## config.mk

```make
export PLATFORM = sky130hd
export DESIGN_NAME = uart_tx
export DESIGN_NICKNAME = d
export VERILOG_FILES = /design/src/rtl/uart_pkg.sv /design/src/rtl/tx_serializer.sv /design/src/rtl/uart_tx.sv
export SDC_FILE = /design/constraint.sdc
export NUM_CORES = 1
export LEC_CHECK = 0
export BUFFER_PORTS_ARGS = -buffer_cell sky130_fd_sc_hd__buf_2
export CAP_MARGIN = 20
export CORE_MARGIN = 2
export CORE_UTILIZATION = 45
export CTS_CLUSTER_DIAMETER = 150
export DETAILED_ROUTE_END_ITERATION = 8
export PLACE_DENSITY_LB_ADDON = 0.05
export SLEW_MARGIN = 25
export SYNTH_ARGS = -nofsm -noshare
export SYNTH_HDL_FRONTEND = slang
export SYNTH_SLANG_ARGS = --single-unit
```

## constraint.sdc

```tcl
create_clock -name clk -period 5.85 [get_ports clk]
set_input_delay 0.585 -clock clk [delete_from_list [all_inputs] [get_ports clk]]
set_output_delay 0.585 -clock clk [all_outputs]
set_load 0.03 [all_outputs]
```

## src/rtl/uart_pkg.sv

```systemverilog
// Shared UART definitions: parity encoding and TX state codes.
// The RX side imports the same package so both ends agree on the parity polarity.
package uart_pkg;

    localparam logic EVEN_PARITY = 1'b0;
    localparam logic ODD_PARITY  = 1'b1;

    localparam logic [2:0] IDLE   = 3'd0;
    localparam logic [2:0] START  = 3'd1;
    localparam logic [2:0] DATA   = 3'd2;
    localparam logic [2:0] PARITY = 3'd3;
    localparam logic [2:0] STOP   = 3'd4;

    // xor_all is the reduction XOR of the data word.
    function automatic logic parity_bit(input logic parity_type, input logic xor_all);
        return (parity_type == ODD_PARITY) ? ~xor_all : xor_all;
    endfunction

endpackage

```

## src/rtl/tx_serializer.sv

```systemverilog
// Shift register and bit counter for the UART transmitter data phase.
// The shift register shifts right, so data leaves the line LSB first.
module tx_serializer #(
    parameter int width = 8
) (
    input  logic             clk,
    input  logic             rst_n,
    input  logic             load,
    input  logic             shift,
    input  logic [width-1:0] data_in,
    output logic             ser_bit,
    output logic             last_bit
);

    localparam int CntW = $clog2(width);

    logic [width-1:0] sr_q;
    logic [CntW-1:0]  cnt_q;

    always_ff @(posedge clk or negedge rst_n) begin
        if (!rst_n) begin
            sr_q  <= '0;
            cnt_q <= '0;
        end else if (load) begin
            sr_q  <= data_in;
            cnt_q <= '0;
        end else if (shift) begin
            sr_q  <= {1'b0, sr_q[width-1:1]};
            cnt_q <= cnt_q + 1'b1;
        end
    end

    // Bit that will sit in the LSB after this edge, so the caller can register it directly.
    assign ser_bit  = shift ? sr_q[1] : sr_q[0];
    assign last_bit = (cnt_q == CntW'(width - 1));

endmodule

```

## src/rtl/uart_tx.sv

```systemverilog
// UART transmitter: start bit, LSB-first data, optional parity, stop bit at one bit per clk.
// TX_out and Busy are both driven from flops loaded with the value for the next state.
module uart_tx
    import uart_pkg::*;
#(
    parameter int width = 8
) (
    input  logic             clk,
    input  logic             rst_n,
    input  logic [width-1:0] P_Data,
    input  logic             Data_Valid,
    input  logic             Par_en,
    input  logic             Parity_Type,
    output logic             TX_out,
    output logic             Busy
);

    logic [2:0] state_q, state_d;
    logic       tx_q, tx_d;
    logic       busy_q;
    logic       par_en_q;
    logic       par_bit_q;
    logic       accept;
    logic       shift;
    logic       ser_bit;
    logic       last_bit;

    assign accept = (state_q == IDLE) && Data_Valid;
    // The first data bit comes straight from the freshly loaded LSB, so no shift on START -> DATA.
    assign shift  = (state_q == DATA) && !last_bit;

    tx_serializer #(
        .width(width)
    ) u_serializer (
        .clk     (clk),
        .rst_n   (rst_n),
        .load    (accept),
        .shift   (shift),
        .data_in (P_Data),
        .ser_bit (ser_bit),
        .last_bit(last_bit)
    );

    always_comb begin
        state_d = state_q;
        case (state_q)
            IDLE:    if (Data_Valid) state_d = START;
            START:   state_d = DATA;
            DATA:    if (last_bit) state_d = par_en_q ? PARITY : STOP;
            PARITY:  state_d = STOP;
            STOP:    state_d = IDLE;
            default: state_d = IDLE;
        endcase
    end

    always_comb begin
        tx_d = 1'b1;
        case (state_d)
            IDLE:    tx_d = 1'b1;
            START:   tx_d = 1'b0;
            DATA:    tx_d = ser_bit;
            PARITY:  tx_d = par_bit_q;
            STOP:    tx_d = 1'b1;
            default: tx_d = 1'b1;
        endcase
    end

    always_ff @(posedge clk or negedge rst_n) begin
        if (!rst_n) begin
            state_q   <= IDLE;
            tx_q      <= 1'b1;
            busy_q    <= 1'b0;
            par_en_q  <= 1'b0;
            par_bit_q <= 1'b0;
        end else begin
            state_q <= state_d;
            tx_q    <= tx_d;
            busy_q  <= (state_d != IDLE);
            if (accept) begin
                par_en_q  <= Par_en;
                par_bit_q <= parity_bit(Parity_Type, ^P_Data);
            end
        end
    end

    assign TX_out = tx_q;
    assign Busy   = busy_q;

endmodule
```

==> metrics.cfg, run 1 <==
[outcome]
outcome=finished clean

[worst_setup_path]
worst_ep_arrival_time_ns=2.34
critical_path_required_ns=6.06
slowest_delay_ns=0.55
critical_path.slowest_cell=nor4b_4
cp_cell_sequence=ha_1 -> ha_1 -> nor4b_4 -> mux2i_1 -> nor3b_1 -> o32ai_1
cp-start-kind=flop
cp_common_cell=ha_1
cp_max_fo=8
crit_path_end_kind=flop
worstSetupPathType=flop to flop

[place]
gp_congestion=0.744
place_ws_ns=3.73
hpwl_mm=1.17
portBuffers=14
dpl_cell_area_sq_um=992

[sta]
slew_headroom_pct=35.5
setup_viol=0
period_needed_ns=2.13
finClkSkew_ns=0.00338
grt_setup_unrepaired=no
fin_setup_tns_ns=0
max_freq_mhz=470
period_share_pct=36.4
drv_slew=0
hold_viol=0
finalWorstSetupSlack_ns=3.72
tightest_slew_ns=0.965

[synth]
synthSimpleGateAreaFrac_pct=18.9
synthCells=82
synth_area_per_cell_sq_um=11.2
synth_ff_type=dfrtp_1
ys_seq_area_share_pct=49.2
async_reset_ff_share_pct=100
synth_top_family_by_area=simple AND/OR/NAND/NOR gates
yosysWarnings=0
synthXorXnorAreaFrac_pct=8.17
synth_area_sq_um=918
ys_ff_latch=18
synthAdderAreaFrac_pct=2.72
synth_fp_nets=97
synth_mux_area_share_pct=3.27
synth_compound_area_share_pct=13.4
yosysUniqueCellTypes=33
synth_edf_count=0

[grt]
grt_max_degree=19
overflow=0
grt_pass1_wl_mm=2.82
antenna_found_initial=0
grt_pass1_vias=653
grt_use_total_pct=15.9

[routing]
detail-route-antenna-nets=0
post_drt_via_cell_ratio=5.25
vias=641
avgRoutedWirePerCell_microns=13.3
drt-pass1-iter-count=4
drtIter0Drc=9
wl_mm=1.62
drcViolationCount=0

[min_path]
hold_class=input pin to asynchronous set/reset pin

[clocking]
postCtsSetupBuffers=0
cts_buffers=3
clkSinkCount=18
cts_resized=0
clk-insertion-delay-late_ns=0.29
cts_tree=built
htree_num_levels=1
cts_max_path_buffers=2
hold_buffers=0
clkSlewWorstSetupHoldPaths_ns=0.10
root_buffer=clkbuf_4

[floorplanning]
start_util_pct=47.3
die_area_sq_um=2420
core_area_sq_um=1940
ioPinCount=15
die_w_microns=49.2
num_rows=16
die_y_microns=49.2

[power]
peakVddDrop_v=0.000238
total_power_mw=0.513
p_leak_nw=0.472
power_density_nw_per_um2=499

[finish]
seqCellArea_sq_um=452
design_area_sq_um=1030
fillers=182
synthToLayoutAreaGrowth_pct=12.0
multiInputGateArea_sq_um=433
post-route-util_pct=53.0
drive_above_1_share_pct=28.4
diodes=0
finalNetCount=111

[flow_run]
maxCapViolations=0

==> report_power, final <==
group          total [mW]  internal [mW]  leakage [nW]  switching [mW]
Sequential          0.224          0.183         0.220          0.0408
Combinational       0.212         0.0985         0.231           0.113
Clock              0.0768         0.0379        0.0210          0.0389
Total               0.513          0.320         0.472           0.193
==> logic make-up (layout without fill, tap and decap cells) <==
kind of cell / Yosys count / count (layout)
adder cells (fa/ha/maj): 2 / 2
buffers and inverters: 6 / 19
AO/OA/AOI/OAI: 17 / 17
XOR/XNOR: 7 / 7
AND/OR/NAND/NOR: 29 / 29
multiplexers: 3 / 3
flip-flops: 18 / 18
==> flip-flops by register name (all words and copies together), names as in the netlist <==
| register | flops |
|---|---|
| u_serializer.cnt_q | 3 |
| par_en_q | 1 |
| par_bit_q | 1 |
| TX_out | 1 |
| u_serializer.sr_q | 8 |
| Busy | 1 |
| state_q | 3 |
==> cells in the mapped netlist, types with 2 or more instances <==
library cell  count  area (sq um)
a22o_2            2          20.0
ha_1              2          25.0
a21oi_1           2          10.0
nand2_1           8          30.0
nor3b_1           2          15.0
nor3_1            3          15.0
xor2_1            2          17.5
o22ai_1           3          18.8
dfrtp_1          17           425
nor2_1            6          22.5
xnor2_1           4          35.0
buf_6             2          22.5
mux2i_1           3          30.0
and2b_2           2          17.5
nand2b_1          2          12.5
o21ai_0           5          25.0
==> stage by stage <==
step	hold slack (ns)	instances
final	0.198	122
after detailed placement	0.481	118
after CTS	0.206	122
after global routing	0.229	122
after floorplan	0.289	82
after global placement	0.477	118
==> metal layers <==
layer | vias up | share of wire [%] | global-route usage [%] | wire (microns)
met1 | 305 | 47 | 20.0 | 761
met2 | 15 | 48 | 26.8 | 780
met3 | 2 | 4.1 | 5.52 | 66
li1 | 319 | - | - | -
met5 | - | 0 | 0 | 0
met4 | 0 | 0.74 | 2.86 | 12
==> final cells by class <==
class | instances | area share, %
Clock buffer | 4 | 3.53
Inverter | 1 | 0.365
Multi-Input combinational cell | 58 | 42.1
Sequential cell | 18 | 43.9
Tap cell | 27 | 3.28
Timing Repair Buffer | 14 | 6.81
==> cells in the final DEF (no fill, tap or decap) <==
cell,synthesis,routed
xnor2_1,4,4
a21oi_1,2,2
or3_2,1,1
xor2_1,2,2
nor3b_1,2,2
nor3_1,3,3
buf_2,1,14
a22o_2,2,2
xnor3_1,1,1
o22ai_1,3,3
o32ai_1,1,1
a22o_1,1,1
nor4b_4,1,1
or3_1,1,1
dfstp_2,1,1
mux2i_1,3,3
nand3_1,1,1
a211oi_1,1,1
nand2_1,8,8
inv_1,1,1
a21oi_4,1,1
clkbuf_4,0,3
dfrtp_1,17,17
and2b_2,2,2
nand2b_1,2,2
nor4b_2,0,1
o21ai_0,5,5
a22oi_1,1,1
nor2_1,6,6
clkbuf_8,0,1
ha_1,2,2
or4b_1,1,1
==> path summary, 6_finish.rpt <==
check / from / to / slack (ns) / depth (start not counted)
worst min-delay path: rst_n / u_serializer.sr_q[0] / 0.20 / 1
worst min register to register: u_serializer.sr_q[6] / u_serializer.sr_q[6] / 0.50 / 2
max in group asynchronous: rst_n / TX_out / 5.34 / 1
min in group clk: Par_en / par_en_q / 0.50 / 3
worst max register to register: u_serializer.cnt_q[0] / TX_out / 3.72 / 6
worst max-delay path: u_serializer.cnt_q[0] / TX_out / 3.72 / 6
==> critical path, delay by kind of cell (launching register included) <==
family	cells	cell delay, ns
adder cells (fa/ha/maj)	2	0.46
AND/OR/NAND/NOR	2	0.76
AO/OA/AOI/OAI	1	0.11
multiplexers	1	0.30
flip-flops	1	0.41
Note: power is estimated with default switching activity, not from simulation.
==> inputs of run 2 (changes only) <==
==> constraint.sdc (replaced) <==
create_clock -name clk -period 1.8 [get_ports clk]
set_input_delay 0.18 -clock clk [delete_from_list [all_inputs] [get_ports clk]]
set_output_delay 0.18 -clock clk [all_outputs]
set_load 0.03 [all_outputs]
==> run 2 against run 1 <==
Net effect:
- the run now ends with setup timing left
- register-to-register slack got worse by 3.7 ns
- wire length rose by 6.4%
- setup slack got worse by 3.7 ns
- clock skew rose by 0.0014 ns
- final area rose by 11%
- cell count rose by 7.4%
- clock-buffer cell count did not move
- critical path type unchanged
- critical endpoint unchanged
==> metrics.cfg, run 2 (same netlist as run 1, synthesis figures left out) <==
[finish]
drive_above_1_share_pct=40.4  ; +12 points
largest_reg_flops=8  ; unchanged
design_area_sq_um=1140  ; +11%
top_register=u_serializer.sr_q
diodes=0  ; unchanged
layout_common_cells=dfrtp_1, buf_2, nand2_1, buf_4, nor2_1
post-route-util_pct=58.6  ; +5.6 points
multiInputGateArea_sq_um=472  ; +9.0%
synthToLayoutAreaGrowth_pct=23.8
finalNetCount=120  ; +8.1%
seqCellArea_sq_um=452  ; unchanged
final_common_cell=dfrtp_1
fillers=179  ; -1.6%
largestRegisters=u_serializer.sr_q: 8 flops, state_q: 3 flops, u_serializer.cnt_q: 3 flops

[place]
place_ws_ns=-0.0653  ; -3.79 ns
dpl_cell_area_sq_um=1040  ; +5.3%
portBuffers=14  ; unchanged
gp_congestion=0.764  ; +2.6%
hpwl_mm=1.22  ; +4.8%

[power]
p_leak_nw=0.519  ; +10%
peakVddDrop_v=0.000786  ; +230%
power_density_nw_per_um2=1620  ; +220%
total_power_mw=1.84  ; +260%

[sta]
max_freq_mhz=551  ; +17%
period_share_pct=101  ; +64 points
setup_viol=1  ; +1
fin_setup_tns_ns=-0.0145  ; -0.0145 ns
grt_setup_unrepaired=yes
tightest_slew_ns=0.400  ; -0.565 ns
drv_slew=0  ; unchanged
slew_headroom_pct=73.3  ; +38 points
hold_viol=0  ; unchanged
period_needed_ns=1.81  ; -0.313 ns
finalWorstSetupSlack_ns=-0.0145  ; -3.74 ns
finClkSkew_ns=0.00479  ; +0.00141 ns

[min_path]
hold_class=input pin to flop
min-delay-start=Par_en

[grt]
grt_use_total_pct=15.4  ; -0.56 points
grt_pass1_vias=663  ; +1.5%
grt_pass1_wl_mm=2.84  ; +0.46%
antenna_found_initial=0  ; unchanged
grt_max_degree=19  ; unchanged
overflow=0  ; unchanged

[worst_setup_path]
critical_path_required_ns=2.02  ; -4.04 ns
timing.rr.end=TX_out
crit_path_end_kind=flop
ff2ff_setup_slack_ns=-0.01  ; -3.74 ns
critPathCapture=TX_out
worstReg2RegStart=u_serializer.cnt_q[1]
cp-start-kind=flop
worstSetupPathType=flop to flop
cp_max_fo=4  ; -4
startpoint=u_serializer.cnt_q[1]
reg2reg_depth=6  ; unchanged
worst_ep_arrival_time_ns=2.03  ; -0.31 ns

[clocking]
cts_max_path_buffers=2  ; unchanged
cts_tree=built
htree_num_levels=1  ; unchanged
clk-insertion-delay-late_ns=0.29  ; about the same
cts_buffers=3  ; unchanged
clkSinkCount=18  ; unchanged
root_buffer=clkbuf_4
clkSlewWorstSetupHoldPaths_ns=0.11  ; about the same

[floorplanning]
die_y_microns=49.2  ; unchanged
die_area_sq_um=2420  ; unchanged
start_util_pct=47.3  ; unchanged
ioPinCount=15  ; unchanged
num_rows=16  ; unchanged
die_w_microns=49.2  ; unchanged
core_area_sq_um=1940  ; unchanged

[routing]
drt-pass1-iter-count=3  ; -1
post_drt_via_cell_ratio=5.22  ; -0.62%
drtIter0Drc=7  ; -2
avgRoutedWirePerCell_microns=13.2  ; -0.90%
detail-route-antenna-nets=0  ; unchanged
drcViolationCount=0  ; unchanged
vias=684  ; +6.7%
wl_mm=1.73  ; +6.4%

[outcome]
outcome=finished with violations
violations=setup timing

[flow_run]
maxCapViolations=0  ; unchanged

run 2: worst min path at each step:
stage | to | cells past startpoint
2_1_floorplan | Busy | 0
3_3_place_gp | par_en_q | 1
3_5_place_dp | state_q[2] | 1
4_1_cts | par_en_q | 3
5_1_grt | par_en_q | 3
6_report | par_en_q | 3
run 2: area by class of cell:
class                           count  area share [%]
Clock buffer                        4            3.19
Inverter                            1           0.330
Multi-Input combinational cell     58            41.5
Sequential cell                    18            39.7
Tap cell                           27            2.97
Timing Repair Buffer               23            12.3
run 2: what timing repair did:
action                                  CTS  global route
hold buffers                              1             0
gates resized for setup                   1             5
setup buffers                             0             3
endpoints found under the setup margin    7             4
hold endpoints to repair                 17             0
pin swaps                                 1             3
run 2: report_power, final:
| part | total, mW | internal (mW) | switching, mW | leakage [nW] |
|---|---|---|---|---|
| clock network | 0.249 | 0.123 | 0.126 | 0.0210 |
| registers | 0.738 | 0.596 | 0.143 | 0.220 |
| logic | 0.853 | 0.444 | 0.409 | 0.278 |
run 2: worst max-delay path: stages, from the launching register on:
cell and delay, ns:
dfrtp_1 0.40, ha_2 0.20, ha_4 0.17, nor4b_4 0.40
mux2i_2 0.27, nor3b_2 0.22, o32ai_2 0.09
run 2: per-layer routing:
metal | vias up | GRT usage, % | share of wire (%) | wire, microns
li1 | 339 | - | - | -
met1 | 334 | 19.8 | 48 | 831
met2 | 9 | 25.7 | 49 | 839
met3 | 2 | 2.76 | 2.3 | 39
met4 | 0 | 5.71 | 0.81 | 14
met5 | - | 0 | 0 | 0
run 2: through the flow:
| stage | std cells | hold slack [ns] |
|---|---|---|
| after floorplan | 82 | -0.116 |
| after global placement | 124 | 0.130 |
| after detailed placement | 124 | 0.130 |
| after CTS | 129 | 0.0843 |
| after global routing | 131 | 0.113 |
| final | 131 | 0.0927 |
